## src/rtl/noc_pkg.sv

```systemverilog
`default_nettype none
// ============================================================================
// Module : noc_pkg
// Brief  : Shared flit-type encoding and arbiter state types for NoC switches.
// Rev    : 1.0
// ============================================================================
package noc_pkg;

    localparam int FLIT_TYPE_W = 2;

    typedef enum logic [FLIT_TYPE_W-1:0] {
        FT_HEAD   = 2'b00,
        FT_BODY   = 2'b01,
        FT_TAIL   = 2'b10,
        FT_SINGLE = 2'b11
    } flit_type_e;

    typedef enum logic [0:0] {
        ST_IDLE   = 1'b0,
        ST_LOCKED = 1'b1
    } arb_state_e;

    // Takes the flit's top FLIT_TYPE_W bits so it works for any flit width.
    function automatic flit_type_e flit_type(input logic [FLIT_TYPE_W-1:0] type_field);
        return flit_type_e'(type_field);
    endfunction

endpackage
`default_nettype wire

```

## src/rtl/rr_arbiter.sv

```systemverilog
`default_nettype none
// ============================================================================
// Module : rr_arbiter
// Brief  : Combinational wrap-around priority arbiter starting at i_start_ptr.
// Rev    : 1.0
// ============================================================================
module rr_arbiter #(
    parameter int N     = 5,
    parameter int PTR_W = $clog2(N)
) (
    input  logic [N-1:0]     i_req,
    input  logic [PTR_W-1:0] i_start_ptr,
    output logic [N-1:0]     o_grant,
    output logic [PTR_W-1:0] o_grant_idx
);

    // Scan from farthest to nearest so the requester closest to the pointer wins.
    always_comb begin
        o_grant     = '0;
        o_grant_idx = '0;
        for (int k = N - 1; k >= 0; k--) begin
            if (i_req[(int'(i_start_ptr) + k) % N]) begin
                o_grant                                 = '0;
                o_grant[(int'(i_start_ptr) + k) % N]    = 1'b1;
                o_grant_idx = PTR_W'((int'(i_start_ptr) + k) % N);
            end
        end
    end

endmodule
`default_nettype wire

```

## src/rtl/switch_rr_output_arbiter.sv

```systemverilog
`default_nettype none
// ============================================================================
// Module : switch_rr_output_arbiter
// Brief  : Per-output-port wormhole arbiter + mux with registered output.
// Rev    : 1.0
// ============================================================================
module switch_rr_output_arbiter
    import noc_pkg::*;
#(
    parameter int DATA_WIDTH = 18,
    parameter int N_PORTS    = 5,
    parameter int RR_MODE    = 1
) (
    input  logic                          clk,
    input  logic                          rst,
    input  logic [N_PORTS-1:0]            in_req,
    input  logic [N_PORTS*DATA_WIDTH-1:0] in_data,
    output logic [N_PORTS-1:0]            in_ack,
    output logic                          out_req,
    output logic [DATA_WIDTH-1:0]         out_data,
    input  logic                          out_ack,
    output logic [N_PORTS-1:0]            owner,
    output logic                          proto_err
);

    localparam int                 C_PTR_W    = $clog2(N_PORTS);
    localparam logic [C_PTR_W-1:0] C_LAST_IDX = C_PTR_W'(N_PORTS - 1);

    arb_state_e              r_state, w_state_nxt;
    logic [C_PTR_W-1:0]      r_lock_idx, w_lock_idx_nxt;
    logic [C_PTR_W-1:0]      r_rr_ptr, w_rr_ptr_nxt;
    logic                    r_out_req;
    logic [DATA_WIDTH-1:0]   r_out_data;
    logic                    r_proto_err, w_err_set;

    logic [C_PTR_W-1:0]      w_start_ptr, w_arb_idx, w_sel_idx;
    logic [N_PORTS-1:0]      w_arb_grant, w_grant, w_ack, w_lock_onehot;
    logic                    w_free, w_xfer;
    logic [DATA_WIDTH-1:0]   w_sel_flit;
    flit_type_e              w_sel_type;

    function automatic logic [C_PTR_W-1:0] wrap_inc(input logic [C_PTR_W-1:0] idx);
        return (idx == C_LAST_IDX) ? '0 : idx + 1'b1;
    endfunction

    assign w_start_ptr   = (RR_MODE != 0) ? r_rr_ptr : '0;
    assign w_lock_onehot = {{(N_PORTS-1){1'b0}}, 1'b1} << r_lock_idx;

    rr_arbiter #(
        .N     (N_PORTS),
        .PTR_W (C_PTR_W)
    ) u_rr_arbiter (
        .i_req       (in_req),
        .i_start_ptr (w_start_ptr),
        .o_grant     (w_arb_grant),
        .o_grant_idx (w_arb_idx)
    );

    // A locked packet owns the port; other inputs starve until its TAIL passes.
    always_comb begin
        w_grant   = '0;
        w_sel_idx = r_lock_idx;
        if (r_state == ST_IDLE) begin
            w_grant   = w_arb_grant;
            w_sel_idx = w_arb_idx;
        end else if (in_req[r_lock_idx]) begin
            w_grant   = w_lock_onehot;
        end
    end

    assign w_free     = !r_out_req || out_ack;
    assign w_ack      = rst ? '0 : (w_grant & {N_PORTS{w_free}});
    assign w_xfer     = |w_ack;
    assign w_sel_flit = in_data[int'(w_sel_idx)*DATA_WIDTH +: DATA_WIDTH];
    assign w_sel_type = flit_type(w_sel_flit[DATA_WIDTH-1 -: FLIT_TYPE_W]);

    always_comb begin
        w_state_nxt    = r_state;
        w_lock_idx_nxt = r_lock_idx;
        w_rr_ptr_nxt   = r_rr_ptr;
        w_err_set      = 1'b0;
        if (w_xfer) begin
            case (r_state)
                ST_IDLE: begin
                    case (w_sel_type)
                        FT_HEAD: begin
                            w_state_nxt    = ST_LOCKED;
                            w_lock_idx_nxt = w_sel_idx;
                        end
                        FT_SINGLE: w_rr_ptr_nxt = wrap_inc(w_sel_idx);
                        default: begin
                            w_err_set    = 1'b1;
                            w_rr_ptr_nxt = wrap_inc(w_sel_idx);
                        end
                    endcase
                end
                ST_LOCKED: begin
                    case (w_sel_type)
                        FT_TAIL: begin
                            w_state_nxt  = ST_IDLE;
                            w_rr_ptr_nxt = wrap_inc(r_lock_idx);
                        end
                        FT_BODY: w_err_set = 1'b0;
                        default: w_err_set = 1'b1;
                    endcase
                end
                default: w_state_nxt = ST_IDLE;
            endcase
        end
    end

    always_ff @(posedge clk) begin
        if (rst) begin
            r_state     <= ST_IDLE;
            r_lock_idx  <= '0;
            r_rr_ptr    <= '0;
            r_out_req   <= 1'b0;
            r_out_data  <= '0;
            r_proto_err <= 1'b0;
        end else begin
            r_state    <= w_state_nxt;
            r_lock_idx <= w_lock_idx_nxt;
            r_rr_ptr   <= w_rr_ptr_nxt;
            if (w_xfer) begin
                r_out_req  <= 1'b1;
                r_out_data <= w_sel_flit;
            end else if (out_ack) begin
                r_out_req  <= 1'b0;
            end
            if (w_err_set) begin
                r_proto_err <= 1'b1;
            end
        end
    end

    assign in_ack    = w_ack;
    assign out_req   = r_out_req;
    assign out_data  = r_out_data;
    assign owner     = (!rst && r_state == ST_LOCKED) ? w_lock_onehot : '0;
    assign proto_err = r_proto_err;

endmodule
`default_nettype wire
```

## config.mk

```make
export PLATFORM = sky130hd
export DESIGN_NAME = switch_rr_output_arbiter
export DESIGN_NICKNAME = d
export VERILOG_FILES = /design/src/rtl/noc_pkg.sv /design/src/rtl/rr_arbiter.sv /design/src/rtl/switch_rr_output_arbiter.sv
export SDC_FILE = /design/constraint.sdc
export NUM_CORES = 1
export LEC_CHECK = 0
export BUFFER_PORTS_ARGS = -buffer_cell sky130_fd_sc_hd__buf_2
export CAP_MARGIN = 20
export CORE_ASPECT_RATIO = 0.7
export CORE_UTILIZATION = 30
export CTS_CLUSTER_DIAMETER = 150
export DETAILED_ROUTE_END_ITERATION = 7
export SETUP_SLACK_MARGIN = 0.05
export SYNTH_ARGS = -nofsm -noshare
export SYNTH_HDL_FRONTEND = slang
export SYNTH_HIERARCHICAL = 1
export SYNTH_SLANG_ARGS = --single-unit
```

## constraint.sdc

```tcl
create_clock -name clk -period 7.7 [get_ports clk]
set_input_delay 0.77 -clock clk [delete_from_list [all_inputs] [get_ports clk]]
set_output_delay 0.77 -clock clk [all_outputs]
set_load 0.1 [all_outputs]
```

; After elaboration in Yosys (flattened, before gate mapping)
; Index checks and enable logic that the tools add are counted.
[word_totals]
reg_bits = 27
output_inout_bits = 30
wordCells = 112
[op_classes]
n_addsub = 6
n_mul = 1
div = 5
order_cmp = 11
n_eq_ne = 7
shifts = 2
muxes = 56
bitwise = 2
n_reduce_logical = 16
[op_table]
columns = op, n
row1 = "32-bit by 1-bit greater-or-equal comparator with 1-bit output, second input constant", 5
row2 = "32-bit by 5-bit less-than comparator with 1-bit output, second input constant", 5
row3 = "32-bit by 4-bit modulo with 32-bit output, second input constant", 4
row4 = 90-bit by 9-bit variable part select with 18-bit output, 1
row5 = 5-bit two-way mux, 9
row6 = "4-bit by 4-bit modulo with 32-bit output, second input constant", 1
row7 = 3-bit two-way mux, 10
row8 = 1-bit two-way mux, 23
row9 = 1-bit binary-select mux with 3-bit select, 6
row10 = 1-bit demux with 3-bit select, 5
row11 = "3-bit by 2-bit adder with 4-bit output, second input constant", 2
row12 = "3-bit by 4-bit multiplier with 7-bit output, second input constant", 1
row13 = "3-bit by 1-bit adder with 3-bit output, second input constant", 2
row14 = "3-bit == test, second input constant", 2
row15 = 1-bit logical AND, 6
row16 = 3-bit one-hot mux with 2 select lines, 1
row17 = 3-bit AND reduction, 2
row18 = 5-bit AND, 1
row19 = 5-bit OR reduction, 1
row20 = "1-bit by 3-bit << shifter with 5-bit output, first input constant", 1
row21 = "3-bit by 1-bit adder with 4-bit output, second input constant", 1
row22 = "3-bit by 3-bit adder with 4-bit output, second input constant", 1
row23 = "2-bit == test, second input constant", 2
row24 = "3-bit by 4-bit less-than comparator with 1-bit output, second input constant", 1
row25 = 10 further kinds, 13

; Longest topological paths before layout
; Gate-level depths: netlist of run 1.
[logic_depth]
ltp_word = 18
ltp_mapped = 29

; By module
; Netlist of run 1, hierarchy kept.
[modules_own_cells]
columns = module, n_inst, cells_per_inst, area_per_inst_um2, seq_area_each_um2
row1 = rr_arbiter, 1, 361, 2474.9, 0.0
row2 = switch_rr_output_arbiter, 1, 240, 2314.7, 540.5

; Worst setup path after synthesis of run 1
; Ideal clock, no wire load.
[synth_path]
path_type = register -> output
startpoint = register r_rr_ptr[0]
endpoint = output port in_ack[2]
arrival_time_ns = 5.046
t_required_ns = 6.930
setup_slack_ns = 1.884
stages_incl_launch_ff = 22
path_buffers = 3
cell_sequence = dfxtp_1 -> buf_6 -> inv_2 -> buf_2 -> ha_1 -> inv_1 -> ha_1 -> nor2b_1 -> inv_1 -> ha_1 -> or3_1 -> o2111a_1 -> nand2_1 -> mux2i_1 -> o211ai_2 -> buf_6 -> nor4_2 -> a21oi_1 -> o21ai_1 -> nor2b_1 -> a21oi_1 -> nor2_1
[synth_via]
elab_chain_cells = 14
[synth_rtl]
columns = element, line
row1 = "start, declared", switch_rr_output_arbiter.sv:31  ; logic [C_PTR_W-1:0] r_rr_ptr, w_rr_ptr_nxt;
row2 = "start signal, assigned", switch_rr_output_arbiter.sv:123  ; r_rr_ptr <= w_rr_ptr_nxt;
row3 = 3-bit by 3-bit adder with 4-bit output, "rr_arbiter.sv:22, rr_arbiter.sv:24"
row4 = 32-bit by 4-bit modulo with 32-bit output, "rr_arbiter.sv:22, rr_arbiter.sv:24"
row5 = 32-bit by 1-bit greater-or-equal comparator with 1-bit output (implied by the code) / 32-bit by 5-bit less-than comparator with 1-bit output (equally long branches), rr_arbiter.sv:24  ; o_grant[(int'(i_start_ptr) + k) % N] = 1'b1;
row6 = 1-bit logical AND (implied by the code), rr_arbiter.sv:24
row7 = 1-bit two-way mux (implied by the code), rr_arbiter.sv:24
row8 = 1-bit demux with 3-bit select, --
row9 = 5-bit two-way mux (4 in a row), rr_arbiter.sv:22  ; if (i_req[(int'(i_start_ptr) + k) % N]) begin
row10 = 5-bit two-way mux *, rr_arbiter.sv:22
row11 = via w_arb_grant[2], switch_rr_output_arbiter.sv:37  ; logic [N_PORTS-1:0] w_arb_grant, w_grant, w_ack, w_lock_onehot;
row12 = 5-bit two-way mux *, switch_rr_output_arbiter.sv:63  ; if (r_state == ST_IDLE) begin
row13 = 5-bit AND *, switch_rr_output_arbiter.sv:72  ; assign w_ack = rst ? '0 : (w_grant & {N_PORTS{w_free}});
row14 = 5-bit two-way mux *, switch_rr_output_arbiter.sv:72
row15 = "end, declared", switch_rr_output_arbiter.sv:18  ; output logic [N_PORTS-1:0] in_ack,
; Mark *: on every way through the listed nets, which the timed path passes. The rest lies on a longest branch. The select of a mux whose other input is x is not followed.

; Worst setup path in the final report of run 1
[layout_path]
startpoint = register r_rr_ptr[1]
endpoint = register r_lock_idx[1]
[layout_lines]
columns = element, line
row1 = 3-bit by 3-bit adder with 4-bit output, "rr_arbiter.sv:22, rr_arbiter.sv:25"
row2 = 32-bit by 4-bit modulo with 32-bit output, "rr_arbiter.sv:22, rr_arbiter.sv:25"
row3 = 1-bit binary-select mux with 3-bit select, rr_arbiter.sv:22
row4 = 1-bit two-way mux (implied by the code) (2 in a row), rr_arbiter.sv:22
row5 = 3-bit two-way mux (4 in a row), rr_arbiter.sv:22
row6 = 3-bit two-way mux *, rr_arbiter.sv:22
row7 = via w_arb_idx[0], switch_rr_output_arbiter.sv:36  ; logic [C_PTR_W-1:0] w_start_ptr, w_arb_idx, w_sel_idx;
row8 = 3-bit two-way mux *, switch_rr_output_arbiter.sv:63
row9 = 3-bit by 4-bit multiplier with 7-bit output *, switch_rr_output_arbiter.sv:74  ; assign w_sel_flit = in_data[int'(w_sel_idx)*DATA_WIDTH +: DATA_WIDTH];
row10 = 90-bit by 9-bit variable part select with 18-bit output *, switch_rr_output_arbiter.sv:74
row11 = 2-bit logical NOT *, switch_rr_output_arbiter.sv:85  ; case (w_sel_type)
row12 = 3-bit AND reduction (no line) *, --
row13 = "end signal, assigned", switch_rr_output_arbiter.sv:122  ; r_lock_idx <= w_lock_idx_nxt;
row14 = "end, declared", switch_rr_output_arbiter.sv:30  ; logic [C_PTR_W-1:0] r_lock_idx, w_lock_idx_nxt;
; Marks and branches as above.
; A chain may end at the register's enable or synchronous reset.

==> metrics, run 1 <==
synthesized cell area=4790 µm²; Post-Syn Area per Cell=7.97 µm²; Core Rows=38; Rel. slew slack=36.8%; worst endpoint data arrival time=7110 ps; crit path max fanout=16; Critical Path Sink Type=register; Tmin final=6950 ps; GPL Wtd Cong=0.972; Initial DRC Count=454; postcts setup bufs=0; clk sink count=27; area of the core=15,500 µm²; Final Util=36.0%; CP Buf/Inv Count=3; via/cell ratio=5.65; port bufs=127; Distinct cells, synth=92; Vias=5,083; vias in the first global route=4,453; cts-stage hold buffer count=0; global-route wire length before repair=24.2 mm; Hold WC Path Type=reg -> reg; hpwl dp=11.9 mm; RSZ-0062 raised after global routing=false; Final WS setup=746 ps; async set-reset flop share out of synthesis=0%; Routed WL=15.1 mm; CP Cell Sequence=inv_1 -> ha_1 -> inv_1 -> ha_1 -> nor2b_1 -> inv_1 -> ha_1 -> or3_1 -> o2111ai_1 -> o21ai_1 -> o22a_1 -> o211ai_2 -> and3_1 -> o22ai_1 -> o221ai_1 -> nor2b_1 -> o32a_1 -> o21ai_0 -> nand2_1 -> a22oi_1 -> ha_1 -> nor2b_1 -> a211o_1 -> nand2_1; Clock Latency Late Sink=270 ps; antenna cell count=0; Routed WL per cell=16.7 µm; # IOs=128; grt total ovfl=0; antenna violations before repair=1; max_cap viols=0; # DRC=0; Seq/Total Area, Yosys=11.3%; fin. max-slew vios=0; Synthesized Nets=730; clock buffer depth=2; GRT Total Usage=18.1%; Slowest-stage cell, CP=o221ai_1; worst-margin pin slew=949 ps; Initial Util=30.8%; Synth Register Bits=27; most frequent cell on the critical path=ha_1; status=complete, no violations; die area=16,500 µm²; Worst-path clk slew=70 ps; reg-to-reg slack, setup=750 ps; Synthesis Warnings=6; chip width=153 µm; Worst path top cell family by delay=compound AO/OA/AOI/OAI gates; largest net degree at the start of global routing=40; Die H=108 µm; commonest non-fill, non-tap cell in the layout=buf_2; CTS tree=built; # fillers=1,628; Area Growth Syn to Fin=16.8%; Primary FF master, synth=dfxtp_1; final hold viol count=0; crit start category=register; setup TNS=0 ps; Post-synth EDFFs=0; Place WS=957 ps; root buf cell=clkbuf_16; Fin Clk Skew=3.62 ps; 1st-pass router iterations=5; Worst Path Required=7860 ps; H-tree level count=1; Num CTS Buffers=3; nets=830; DRT antenna net count=0; Cells after DPL=895; multi-input logic area=3880 µm²; layout cells sized above 1=31.4%; # resized after CTS=0; Final setup viols=0; WS Path Type=reg -> reg; Post-Synthesis Cells=601; Seq. cell area=541 µm²; fmax=144 MHz; most frequent cells in the layout=127 x buf_2, 63 x nor2_1, 43 x nand2_1, 31 x a21oi_1, 31 x ha_1; fin crit share=90.3%; final std cells w/o fill=900; Max stage delay on crit path=740 ps
-- layer usage --
metal	part of all wire [%]	up-vias	global-route usage [%]
li1	-	2479	-
met1	51	2351	28.9
met4	0.56	2	2.02
met3	8.5	11	3.62
met2	40	240	24.6
met5	0.086	-	0
-- sequential cells by signal, summed over array words and instances (netlist names) --
register,flops
r_state,1
r_lock_idx,3
out_data,18
r_rr_ptr,3
proto_err,1
out_req,1
-- logic make-up (layout without fill, tap and decap cells) --
family	after synthesis	in the layout	synth area share (%)
flops	27	27	11.3
simple gates	217	217	23.2
mux	40	40	13.0
fa+ha+maj	32	32	8.31
buf+inv	73	172	7.92
xor+xnor	13	13	2.38
compound gates	199	199	33.9
-- worst min-delay path, delay by kind of cell, from the launching register on --
kind / cells / cell delay (ps)
DFF: 1 / 320
AOI/OAI and AO/OA: 1 / 50
and+or+nand+nor: 1 / 100
-- metrics by stage --
step                hold slack (ps)  instance area [µm²]
floorplan                       516                 4790
global placement                458                 5500
detailed placement              486                 5500
CTS                             504                 5580
global route                    546                 5600
finish                          507                 5600
-- cell usage after synthesis (15+ instances only) --
cell type / number / area (µm²)
buf_2: 15 / 75.1
nor2_1: 63 / 236
nand2_1: 43 / 161
dfxtp_1: 27 / 541
nor2b_1: 19 / 119
ha_1: 31 / 388
o21ai_0: 25 / 125
inv_1: 26 / 97.6
a211oi_2: 19 / 238
nand3_1: 21 / 105
mux2i_1: 16 / 160
mux4_2: 16 / 360
a22oi_1: 21 / 158
a21oi_1: 31 / 155
-- path summary, 6_finish.rpt --
| path | from | endpoint | cells after the start |
|---|---|---|---|
| max | r_rr_ptr[1] | r_lock_idx[1] | 24 |
| min | out_data[0] | out_data[0] | 2 |
| max reg2reg | r_rr_ptr[1] | r_lock_idx[1] | 24 |
| min reg2reg | out_data[0] | out_data[0] | 2 |
-- cell type report --
type	count	share of cell area [%]
multi-input combinational	501	69.4
timing repair buffer	139	13.1
sequential	27	9.66
tap	200	4.47
inverter	29	1.95
clock buffer	3	1.34
clock inverter	1	0.0894
Power of run 1 is not shown: default switching activity piles up to over one toggle a cycle in this logic, so the estimate is an artifact.
==> run 2, diff against run 1 <==
Settings changed: ABC_AREA from default to 1.
==> run 2 against run 1 <==
Compared with the run above: synthesized area shrank 6.4%; register-to-register slack better by 1000 ps; first-iteration DRC count fell by 15%; flip-flop and latch count did not move; routed wire length shrank 5.5%; clock skew shrank 1.1 ps; via count is 3.7% higher; global-route usage is essentially flat; cell count up 19%; die area down 6.3%; clock-buffer cell count increased by 1; critical path type unchanged; critical endpoint is now r_rr_ptr[0]; highest routed layer is now met4.
==> metrics, run 2 <==
status=complete, no violations; clock buffer depth=2 (unchanged); port bufs=127 (unchanged); worst-margin pin slew=875 ps (-73.7 ps); hpwl dp=11.5 mm (-2.9%); Hold Path Depth=2 (unchanged); Tmin final=5950 ps (-1000 ps); most frequent cell on the critical path=nand2_1; die area=15,400 µm² (-6.3%); fin. max-slew vios=0 (unchanged); Synth area leader=nand2_1; Post-synth EDFFs=0 (unchanged); chip width=148 µm (-3.2%); Critical Path Sink Type=register; crit path launch=r_rr_ptr[1]; root buf cell=clkbuf_16; Worst-path clk slew=70 ps (about the same); Post-Syn Area per Cell=5.78 µm² (-28%); Area Growth Syn to Fin=18.5%; crit path max fanout=39 (+23); Final setup viols=0 (unchanged); Slowest-stage cell, CP=dfxtp_1; async set-reset flop share out of synthesis=0% (unchanged); Synthesized Nets=905 (+24%); via/cell ratio=4.91 (-13%); antenna cell count=0 (unchanged); R2R Path Start=r_rr_ptr[1]; Routed WL per cell=13.2 µm (-21%); WS Path Type=reg -> reg; Core Rows=36 (-5.3%); final hold viol count=0 (unchanged); commonest non-fill, non-tap cell in the layout=nand2_1; cts-stage hold buffer count=0 (unchanged); CTS tree=built; antenna violations before repair=0 (-1); DRT antenna net count=0 (unchanged); max_cap viols=0 (unchanged); postcts setup bufs=0 (unchanged); clk sink count=27 (unchanged); nets=1,014 (+22%); most frequent cell after synthesis=nand2_1; crit start category=register; H-tree level count=1 (unchanged); vias in the first global route=4,686 (+5.2%); most frequent cells in the layout=218 x nand2_1, 127 x buf_2, 88 x nor2_1, 71 x inv_1, 62 x nand3_1; Initial DRC Count=384 (-15%); CP Buf/Inv Count=5 (+2); area share of the largest cell type after synthesis=18.3% (+7.0 points); Vias=5,270 (+3.7%); Worst Path Required=7900 ps (+40 ps); Primary FF master, synth=dfxtp_1; Max stage delay on crit path=650 ps (-90 ps); Synthesis Warnings=6 (unchanged); # resized after CTS=0 (unchanged); HP Start=proto_err; Distinct cells, synth=48 (-48%); grt total ovfl=0 (unchanged); largest net degree at the start of global routing=40 (unchanged); Hold WC Path Type=reg -> reg; RSZ-0062 raised after global routing=false; area of the core=14,200 µm² (-8.4%); Synth Register Bits=27 (unchanged); fin crit share=77.3% (-13 points); Routed WL=14.2 mm (-5.5%); worst endpoint data arrival time=6150 ps (-960 ps); global-route wire length before repair=23.4 mm (-3.1%); GRT Total Usage=18.2% (+0.039 points); Num CTS Buffers=3 (unchanged); 1st-pass router iterations=5 (unchanged); worst reg-to-reg path cell count=31 (+29%); layout cells sized above 1=25.7% (-5.7 points); # IOs=128 (unchanged); top cells by area, synth=nand2_1 18%, dfxtp_1 12%, ha_1 8.7%, nor2_1 7.4%, nand3_1 6.9%; Fin Clk Skew=2.47 ps (-1.15 ps); Crit path depth=31 (+29%); fmax=168 MHz (+17%); setup TNS=0 ps (unchanged); Die H=104 µm (-3.2%); max reg flops=18 (unchanged); Worst path top cell family by delay=simple AND/OR/NAND/NOR gates; Post-synth top cells=218 x nand2_1, 88 x nor2_1, 71 x inv_1; Post-Synthesis Cells=776 (+29%); Initial Util=31.5% (+0.69 points); GPL Wtd Cong=0.914 (-5.9%); # fillers=1,629 (+0.061%); Seq/Total Area, Yosys=12.1% (+0.77 points); Rel. slew slack=41.6% (+4.8 points); # DRC=0 (unchanged); Clock Latency Late Sink=260 ps (about the same); synthesized cell area=4480 µm² (-6.4%)
==> run 2: cell count changes in the layout (fill, tap and decap cells not counted), sizes merged, moves of 16 or more <==
cell	before	now
o21ai	32	67
nor2	64	96
a22oi	23	1
nor2b	19	0
a211oi	26	1
nand2	43	257
nand3	21	71
mux2i	18	0
inv	29	92
a22o	0	16
mux4	16	0
==> run 2: layer usage <==
layer	vias to the layer above	global-route usage, %	share of wire [%]
li1	2765	-	-
met1	2329	28.0	53
met2	172	27.2	40
met3	4	2.46	6.6
met4	0	1.40	0.34
met5	-	0	0
==> run 2: worst paths after layout <==
path | endpoint | slack [ps]
worst min register to register | proto_err | 460
worst max register to register | r_rr_ptr[0] | 1750
worst min-delay path | proto_err | 460
worst max-delay path | r_rr_ptr[0] | 1750
==> run 2: final cells by class <==
type | count | area [µm²] | area share [%]
clock buffer | 4 | 78.8 | 1.48
inverter | 92 | 348 | 6.55
multi-input combinational | 632 | 3460 | 65.1
sequential | 27 | 541 | 10.2
tap | 190 | 238 | 4.47
timing repair buffer | 129 | 651 | 12.2
==> run 2: worst reg2reg max path: cells and delay by family (launching register included) <==
| family | cells | cell delay (ps) |
|---|---|---|
| flip-flops | 1 | 650 |
| AO/OA/AOI/OAI | 4 | 810 |
| AND/OR/NAND/NOR | 18 | 2090 |
| adder cells (fa/ha/maj) | 4 | 1250 |
| buffers and inverters | 5 | 1110 |
==> run 2: kinds of logic after synthesis <==
group | share of synthesized area [%]
AO/OA/AOI/OAI | 20.4
XOR/XNOR | 0.782
buffers and inverters | 10.9
AND/OR/NAND/NOR | 47.2
adder cells (fa/ha/maj) | 8.65
flip-flops | 12.1
==> run 2: through the flow <==
step / worst slack, ps / hold WS (ps) / utilization [%] / area [µm²] / cells
2_1_floorplan: 2480 / 534 / - / 4480 / 776
3_5_place_dp: 1800 / 450 / 36.8 / 5230 / 1070
4_1_cts: 1790 / 460 / 37.3 / 5310 / 1074
5_1_grt: 1150 / 475 / 37.3 / 5310 / 1074
3_3_place_gp: 1910 / 452 / 36.8 / 5230 / 1070
6_report: 1750 / 460 / 37.3 / 5310 / 1074
Power of run 2 is left out for the same reason.
